$ cat src/rtl/adder_seq_arb.sv
// Nibble-serial 16-bit add/subtract engine sharing one 4-bit adder between two round-robin requesters.
// Optional feature macro: ADDER_SEQ_SUB_EN (defined = honour sub0/sub1, undefined = add only).
module adder_seq_arb (
    input  logic        clk,
    input  logic        rst_n,
    input  logic        req0,
    input  logic        req1,
    input  logic [15:0] a0,
    input  logic [15:0] b0,
    input  logic [15:0] a1,
    input  logic [15:0] b1,
    input  logic        sub0,
    input  logic        sub1,
    output logic        gnt0,
    output logic        gnt1,
    output logic        busy,
    output logic        done,
    output logic        done_id,
    output logic [15:0] sum,
    output logic        cout,
    output logic        of
);

    typedef enum logic [1:0] {StIdle, StRun, StDone} state_e;

    state_e      r_state;
    state_e      w_state_d;
    logic        w_grant;
    logic        w_win;

    logic [1:0]  r_idx;
    logic        r_c;
    logic        r_last_id;
    logic        r_owner;
    logic [15:0] r_a;
    logic [15:0] r_b;
    logic [15:0] r_w;
    logic        r_gnt0;
    logic        r_gnt1;
    logic        r_done;
    logic        r_done_id;
    logic [15:0] r_sum;
    logic        r_cout;
    logic        r_of;

    logic [3:0]  w_a_nib;
    logic [3:0]  w_b_nib;
    logic        w_sub_l;
    logic        w_cin;
    logic [3:0]  w_lo;
    logic [1:0]  w_hi;
    logic [3:0]  w_s;
    logic        w_co;
    logic        w_of;

    // Contention goes to the requester that did not win last time.
    assign w_win = (req0 && req1) ? ~r_last_id : req1;

`ifdef ADDER_SEQ_SUB_EN
    logic        r_sub;

    always_ff @(posedge clk) begin
        if (!rst_n) begin
            r_sub <= 1'b0;
        end else if (w_grant) begin
            r_sub <= w_win ? sub1 : sub0;
        end
    end

    assign w_sub_l = r_sub;
    assign w_b_nib = r_b[{r_idx, 2'b00} +: 4] ^ {4{r_sub}};
`else
    logic        w_unused_sub;

    assign w_unused_sub = sub0 ^ sub1;
    assign w_sub_l      = 1'b0;
    assign w_b_nib      = r_b[{r_idx, 2'b00} +: 4];
`endif

    assign w_a_nib = r_a[{r_idx, 2'b00} +: 4];
    assign w_cin   = (r_idx == 2'd0) ? w_sub_l : r_c;

    // Shared 4-bit ripple adder; split at bit 3 to expose the carry into the MSB.
    assign w_lo = {1'b0, w_a_nib[2:0]} + {1'b0, w_b_nib[2:0]} + {3'b000, w_cin};
    assign w_hi = {1'b0, w_a_nib[3]} + {1'b0, w_b_nib[3]} + {1'b0, w_lo[3]};
    assign w_s  = {w_hi[0], w_lo[2:0]};
    assign w_co = w_hi[1];
    assign w_of = w_lo[3] ^ w_hi[1];

    always_ff @(posedge clk) begin
        if (!rst_n) begin
            r_state <= StIdle;
        end else begin
            r_state <= w_state_d;
        end
    end

    always_comb begin
        w_state_d = r_state;
        w_grant   = 1'b0;
        unique case (r_state)
            StIdle: begin
                if (req0 || req1) begin
                    w_grant   = 1'b1;
                    w_state_d = StRun;
                end
            end
            StRun:   if (r_idx == 2'd3) w_state_d = StDone;
            StDone:  w_state_d = StIdle;
            default: w_state_d = StIdle;
        endcase
    end

    always_ff @(posedge clk) begin
        if (!rst_n) begin
            r_idx     <= 2'd0;
            r_c       <= 1'b0;
            r_last_id <= 1'b1;
            r_owner   <= 1'b0;
            r_a       <= 16'h0000;
            r_b       <= 16'h0000;
            r_w       <= 16'h0000;
            r_gnt0    <= 1'b0;
            r_gnt1    <= 1'b0;
            r_done    <= 1'b0;
            r_done_id <= 1'b0;
            r_sum     <= 16'h0000;
            r_cout    <= 1'b0;
            r_of      <= 1'b0;
        end else begin
            r_gnt0 <= 1'b0;
            r_gnt1 <= 1'b0;
            r_done <= 1'b0;
            if (w_grant) begin
                r_gnt0    <= ~w_win;
                r_gnt1    <= w_win;
                r_last_id <= w_win;
                r_owner   <= w_win;
                r_a       <= w_win ? a1 : a0;
                r_b       <= w_win ? b1 : b0;
                r_idx     <= 2'd0;
            end
            if (r_state == StRun) begin
                r_w[{r_idx, 2'b00} +: 4] <= w_s;
                r_c                      <= w_co;
                r_idx                    <= r_idx + 2'd1;
                if (r_idx == 2'd3) begin
                    r_sum     <= {w_s, r_w[11:0]};
                    r_cout    <= w_co;
                    r_of      <= w_of;
                    r_done_id <= r_owner;
                    r_done    <= 1'b1;
                end
            end
        end
    end

    assign gnt0    = r_gnt0;
    assign gnt1    = r_gnt1;
    assign busy    = (r_state != StIdle);
    assign done    = r_done;
    assign done_id = r_done_id;
    assign sum     = r_sum;
    assign cout    = r_cout;
    assign of      = r_of;

endmodule

$ cat config.mk
export PLATFORM = sky130hd
export DESIGN_NAME = adder_seq_arb
export DESIGN_NICKNAME = d
export VERILOG_FILES = /design/src/rtl/adder_seq_arb.sv
export SDC_FILE = /design/constraint.sdc
export NUM_CORES = 1
export LEC_CHECK = 0
export ABC_AREA = 1
export CAP_MARGIN = 20
export CORE_MARGIN = 4
export CORE_UTILIZATION = 44
export DETAILED_ROUTE_END_ITERATION = 10
export GPL_TIMING_DRIVEN = 0
export MAX_ROUTING_LAYER = met4
export PLACE_DENSITY_LB_ADDON = 0.08
export SLEW_MARGIN = 5
export SYNTH_ARGS = -nofsm -noshare
export SYNTH_HDL_FRONTEND = slang
export SYNTH_SLANG_ARGS = --single-unit
$ cat constraint.sdc
create_clock -name clk -period 2.7 [get_ports clk]
set_input_delay 0.27 -clock clk [delete_from_list [all_inputs] [get_ports clk]]
set_output_delay 0.27 -clock clk [all_outputs]
set_load 0.02 [all_outputs]
==> run summary <==
area of the core: 7810 µm²
Final setup viols: 0
GPL Wtd Cong: 0.866
Post-DP Area: 4610 µm²
peak supply drop: 0.000305 V
crit-path cells: buf_4 > a21oi_1 > a22o_1 > fa_1 > nor2_2 > nor2_4 > fa_2 > nor2_1 > o21ai_0 > inv_1
Initial Util: 0.459
# IOs: 93
type of origin of the critical path: register
DR iter-0 viols: 76
final slew viol count: 0
Syn Inst Count: 539
die area: 9650 µm²
largest net degree at the start of global routing: 20
period utilisation layout: 0.961
worst-margin pin slew: 0.497 ns
Cell variety after synth: 27
WHS Path Cells: 2
sequential area share after synthesis: 0.408
RR Endpoint: r_w[3]
status: complete, no violations
syn_nets: 619
flop2flop setup slack: 0.10 ns
pwr/cell area: 544 nW/µm²
Critical Path Max Stage Delay: 0.58 ns
Cell Rows: 32
Worst R2R Path Depth: 10
Crit Path Max Fanout: 19
crit path to: r_w[3]
initial antenna violation count: 0
Total Power Consumption: 2.63 mW
Reg area: 1460 µm²
H-tree depth: 3
TritonCTS clock tree: built
slowest stage cell, crit path: fa_2
Detailed Routing Iterations Pass 1: 4
CTS Buf Count: 9
CTS clk-pin slew, worst paths: 0.07 ns
MaxCap Viol Count: 0
crit-path leading delay family: adder cells
post-synth top area share: 0.408
placed cells: 731
clk root buf: clkbuf_8
via count: 3468
Clock Latency Late Sink: 0.34 ns
Leak Pwr: 2.13 nW
setup TNS: 0 ns
P&R area growth vs syn: 35.0%
critical path arrival: 2.84 ns
Design Area, Final: 4840 µm²
Yosys Warn Count: 0
Total Routing Usage GR: 0.188
RSZ-0062 raised after global routing: no
Setup crit end kind: register
Finished Layout Cells: 744
mapped cell area: 3580 µm²
Fin. Hold Viols: 0
die width: 98.2 µm
Worst Path Required: 2.94 ns
first-pass GRT wire length: 14.5 mm
Post-CTS Setup Bufs: 0
routed wire length per instance: 11.6 µm
hold crit path type: register to register
number of vias per cell: 4.66
I/O Buffers: 90
number of routed nets with antenna violations: 0
synthesized flop and latch total: 73
DRC viols: 0
Antenna Cells: 0
Setup CP Type: register to register
CTS Buffer Depth: 2
Buf/Inv on CP: 2
Post-Route WL: 8.64 mm
layout cells sized above 1: 0.0701
Post-DP HPWL: 6.77 mm
Fillers: 756
GR Overflow Total: 0
synth top area cells: dfxtp_1, nand2_1, nor2_1, a21oi_1, inv_1
CTS Sinks: 73
Tmin final: 2.60 ns
post-cts hold buffer count: 0
Die Y: 98.2 µm
cell taking the most area after synthesis: dfxtp_1
Worst path depth: 10
slew margin rel.: 0.668
vias in the first global route: 3287
worst reg2reg path startpoint: r_idx[0]
FMAX: 385 MHz
multi-input logic area: 1760 µm²
fin nets: 718
Synth Area per Inst: 6.65 µm²
CP Launch Point: r_idx[0]
Clock Skews: 0.0104 ns
hold slack: 0.460 ns
-- Yosys cell counts --
cell	count
a21oi_1	42
a21oi_2	1
a22o_1	3
buf_1	1
buf_2	9
buf_4	3
buf_6	7
clkbuf_1	7
clkinv_1	2
dfxtp_1	73
fa_1	3
ha_1	7
inv_1	50
inv_2	2
nand2_1	146
nand3_1	9
nand3_2	1
nand3b_1	1
nor2_1	118
nor2_2	1
nor2_8	1
nor3_1	1
nor3b_1	1
o21ai_0	30
o21ai_1	17
o22a_1	1
o22ai_1	2
-- cell type report --
class,instances,area share
tap,102,0.0264
clock inverter,2,0.00776
multi-input combinational,385,0.364
clock buffer,13,0.0329
inverter,54,0.0440
sequential,73,0.302
buffer,25,0.0365
timing repair buffer,90,0.186
-- stage by stage --
| stage | util | worst slack, ns |
|---|---|---|
| final | 0.619 | 0.104 |
| after global routing | 0.619 | 0.00539 |
| after CTS | 0.618 | 0.0317 |
| after detailed placement | 0.591 | -0.413 |
| after global placement | 0.591 | -0.382 |
| after floorplan | - | 0.0748 |
-- per-layer routing --
layer / global-route usage / vias up / share of wire
li1: - / 1870 / -
met1: 0.227 / 1504 / 0.46
met2: 0.310 / 85 / 0.47
met3: 0.0386 / 9 / 0.060
met4: 0.0704 / 0 / 0.011
met5: - / - / 0
-- timing repair --
| action | in CTS | in global routing |
|---|---|---|
| endpoints found under the setup margin | 14 | 5 |
| pin swaps | 0 | 1 |
| cloned | 0 | 0 |
| gates resized for setup | 11 | 5 |
-- where the power goes --
| part | switching, mW | total (mW) | internal, mW |
|---|---|---|---|
| Sequential | 0.0390 | 1.18 | 1.14 |
| Combinational | 0.324 | 0.595 | 0.271 |
| Clock | 0.378 | 0.852 | 0.473 |
| Total | 0.741 | 2.63 | 1.89 |
-- layout by cell type (no fill, tap or decap), types with 3 or more instances in the layout --
| master | instances |
|---|---|
| clkbuf_1 | 8 |
| a21oi_1 | 42 |
| nand3_1 | 9 |
| buf_4 | 4 |
| buf_2 | 6 |
| dfxtp_1 | 72 |
| clkdlybuf4s50_1 | 90 |
| inv_1 | 50 |
| nor2_2 | 3 |
| o21ai_1 | 17 |
| clkbuf_8 | 11 |
| ha_1 | 6 |
| o21ai_0 | 30 |
| nor2_1 | 115 |
| a22o_1 | 3 |
| buf_6 | 8 |
| nand2_1 | 146 |
-- cell families after synthesis --
family / after synthesis / share of synthesized area
simple gates: 279 / 0.305
compound gates: 96 / 0.140
buf+inv: 81 / 0.106
flops: 73 / 0.408
fa+ha+maj: 10 / 0.0412
-- how the worst min path moves through the flow --
stage / from / end / slack (ns)
floorplan: r_w[3] / sum[3] / 0.43
global placement: r_w[3] / sum[3] / 0.44
detailed placement: r_w[3] / sum[3] / 0.45
CTS: r_w[3] / sum[3] / 0.46
global route: r_w[3] / sum[3] / 0.48
finish: r_w[3] / sum[3] / 0.46
-- worst min-delay path, stage by stage, from the launching register on --
cell and delay [ns]:
dfxtp_1 0.30, inv_1 0.06, a21oi_1 0.05
-- state kept, by name, summed over array words and instances, names as in the netlist --
name,cells
r_a,16
r_state,2
gnt0,1
done,1
cout,1
r_c,1
sum,16
r_w,12
r_last_id,1
done_id,1
r_owner,1
of,1
gnt1,1
r_idx,2
r_b,16
Note: power is estimated with default switching activity, not from simulation.
==> edit: new RTL, same settings <==
The 3 states of `state_e` get a one-hot encoding in 3 bits.
--- a/src/rtl/adder_seq_arb.sv
+++ b/src/rtl/adder_seq_arb.sv
@@ -23,3 +23,3 @@
 
-    typedef enum logic [1:0] {StIdle, StRun, StDone} state_e;
+    typedef enum logic [2:0] {StIdle = 3'b001, StRun = 3'b010, StDone = 3'b100} state_e;
 
Function: same outputs for any inputs over 10 cycles, from zero or initial values and one cycle with rst_n low; not proved beyond that.
==> edit against the original RTL <==
Sequential cell count increased by 1; cell area increased by 3.1%; worst setup slack improved by 0.049 ns; combinational power increased by 6.6%; sequential share of layout area decreased by 0.38 points; synthesized area increased by 4.1%; total power decreased by 2.7%; routed wire length increased by 12%; highest routed layer unchanged.
==> edit: results (changes against the original RTL) <==
Status
  – Status: completed (unchanged)

Worst setup path
  – R2R Path End: r_w[7] (was r_w[3])
  – Critical Path Max Stage Delay: 0.44 ns (was 0.58 ns)
  – Crit path max fanout: 10 (was 19)
  – Reg2Reg Depth: 12 (was 10)
  – Arrival @ worst endpoint: 2.83 ns (was 2.84 ns)
  – Setup slack, reg-to-reg: 0.15 ns (was 0.10 ns)

Yosys
  – Yosys cell types: 25 (was 27)
  – Dominant cells by area after synthesis: dfxtp_1 (40%), nand2_1 (15%), nor2_1 (11%) (was dfxtp_1 (41%), nand2_1 (15%), nor2_1 (12%))
  – Post-Syn Instances: 579 (was 539)
  – Adder-cell share of the synthesized area: 3.96% (was 4.12%)
  – Register area share after synthesis: 39.7% (was 40.8%)
  – Top post-synthesis cells by count: nand2_1 (146), nor2_1 (107), inv_1 (89), dfxtp_1 (74), a21oi_1 (67) (was nand2_1 (146), nor2_1 (118), dfxtp_1 (73), inv_1 (50), a21oi_1 (42))

Worst hold path
  – Hold Crit Class: in -> reg (was reg -> reg)
  – Hold endpoint: r_a[1] (was sum[3])
  – Hold Crit Depth: 3 (was 2)
  – HP Start: a0[1] (was r_w[3])

Cells and area
  – Sequential cell area: 1490 µm² (was 1460 µm²)
  – Clock Buffer Count: 12 (was 13)
  – Signal buffers: 121 (was 115)
  – Signal buf overhead: 22.1% (was 22.3%)
  – ClkCell Share: 3.06% (was 4.06%)
  – Seq_cells: 74 (was 73)
  – Layout cells sized above 1: 7.57% (was 7.01%)
  – Multi-input gate area: 1760 µm² (about the same)
  – Final nets: 763 (was 718)
  – Sequential fraction of total cell area: 29.9% (was 30.2%)

Place
  – Placed cell area: 4760 µm² (was 4610 µm²)
  – Placer Congestion: 0.870 (was 0.866)

Timing
  – Hold slack final: 0.466 ns (was 0.460 ns)
  – Slew @ Worst Pin: 0.467 ns (was 0.497 ns)

CTS
  – Resize count post-CTS: 7 (was 11)

Global routing
  – Vias in the first global route: 3580 (was 3287)
  – First-pass GRT wire length: 16.0 mm (was 14.5 mm)
  – Met3 GRT Util: 4.66% (was 3.86%)
  – All-layer global routing usage: 20.6% (was 18.8%)

Routing
  – Starting DRT DRC Count: 172 (was 76)
  – Met2 WL: 4.71 mm (was 4.10 mm)
  – Vias/cell: 4.68 (was 4.66)
  – WL met1: 4.29 mm (was 3.94 mm)

Pwr
  – LEAKAGE: 2.46 nW (was 2.13 nW)
  – IR drop worst, VDD: 0.246 mV (was 0.305 mV)
-- edit: cell count changes after synthesis, sizes merged, moves of 3 or more --
cell / unedited run / this run
a21oi: 43 / 67
nor2: 120 / 110
o21ai: 47 / 32
inv: 52 / 92
a22o: 3 / 0
-- edit: worst max path at each step --
stage                  start       to  slack [ns]  cells after the start
floorplan           r_idx[1]  r_w[11]        0.22                     14
global placement    r_idx[0]       of       -0.19                     15
detailed placement  r_idx[0]       of       -0.23                     15
CTS                 r_idx[0]       of       0.004                     15
global route        r_idx[0]   r_w[7]       0.004                     12
finish              r_idx[0]   r_w[7]        0.15                     12
-- edit: report_power, final --
| group | internal, mW | switching [mW] | leakage (nW) | total [mW] |
|---|---|---|---|---|
| clock network | 0.326 | 0.392 | 0.0762 | 0.718 |
| registers | 1.17 | 0.0366 | 0.607 | 1.21 |
| logic | 0.272 | 0.362 | 1.77 | 0.634 |
| total | 1.77 | 0.790 | 2.46 | 2.56 |
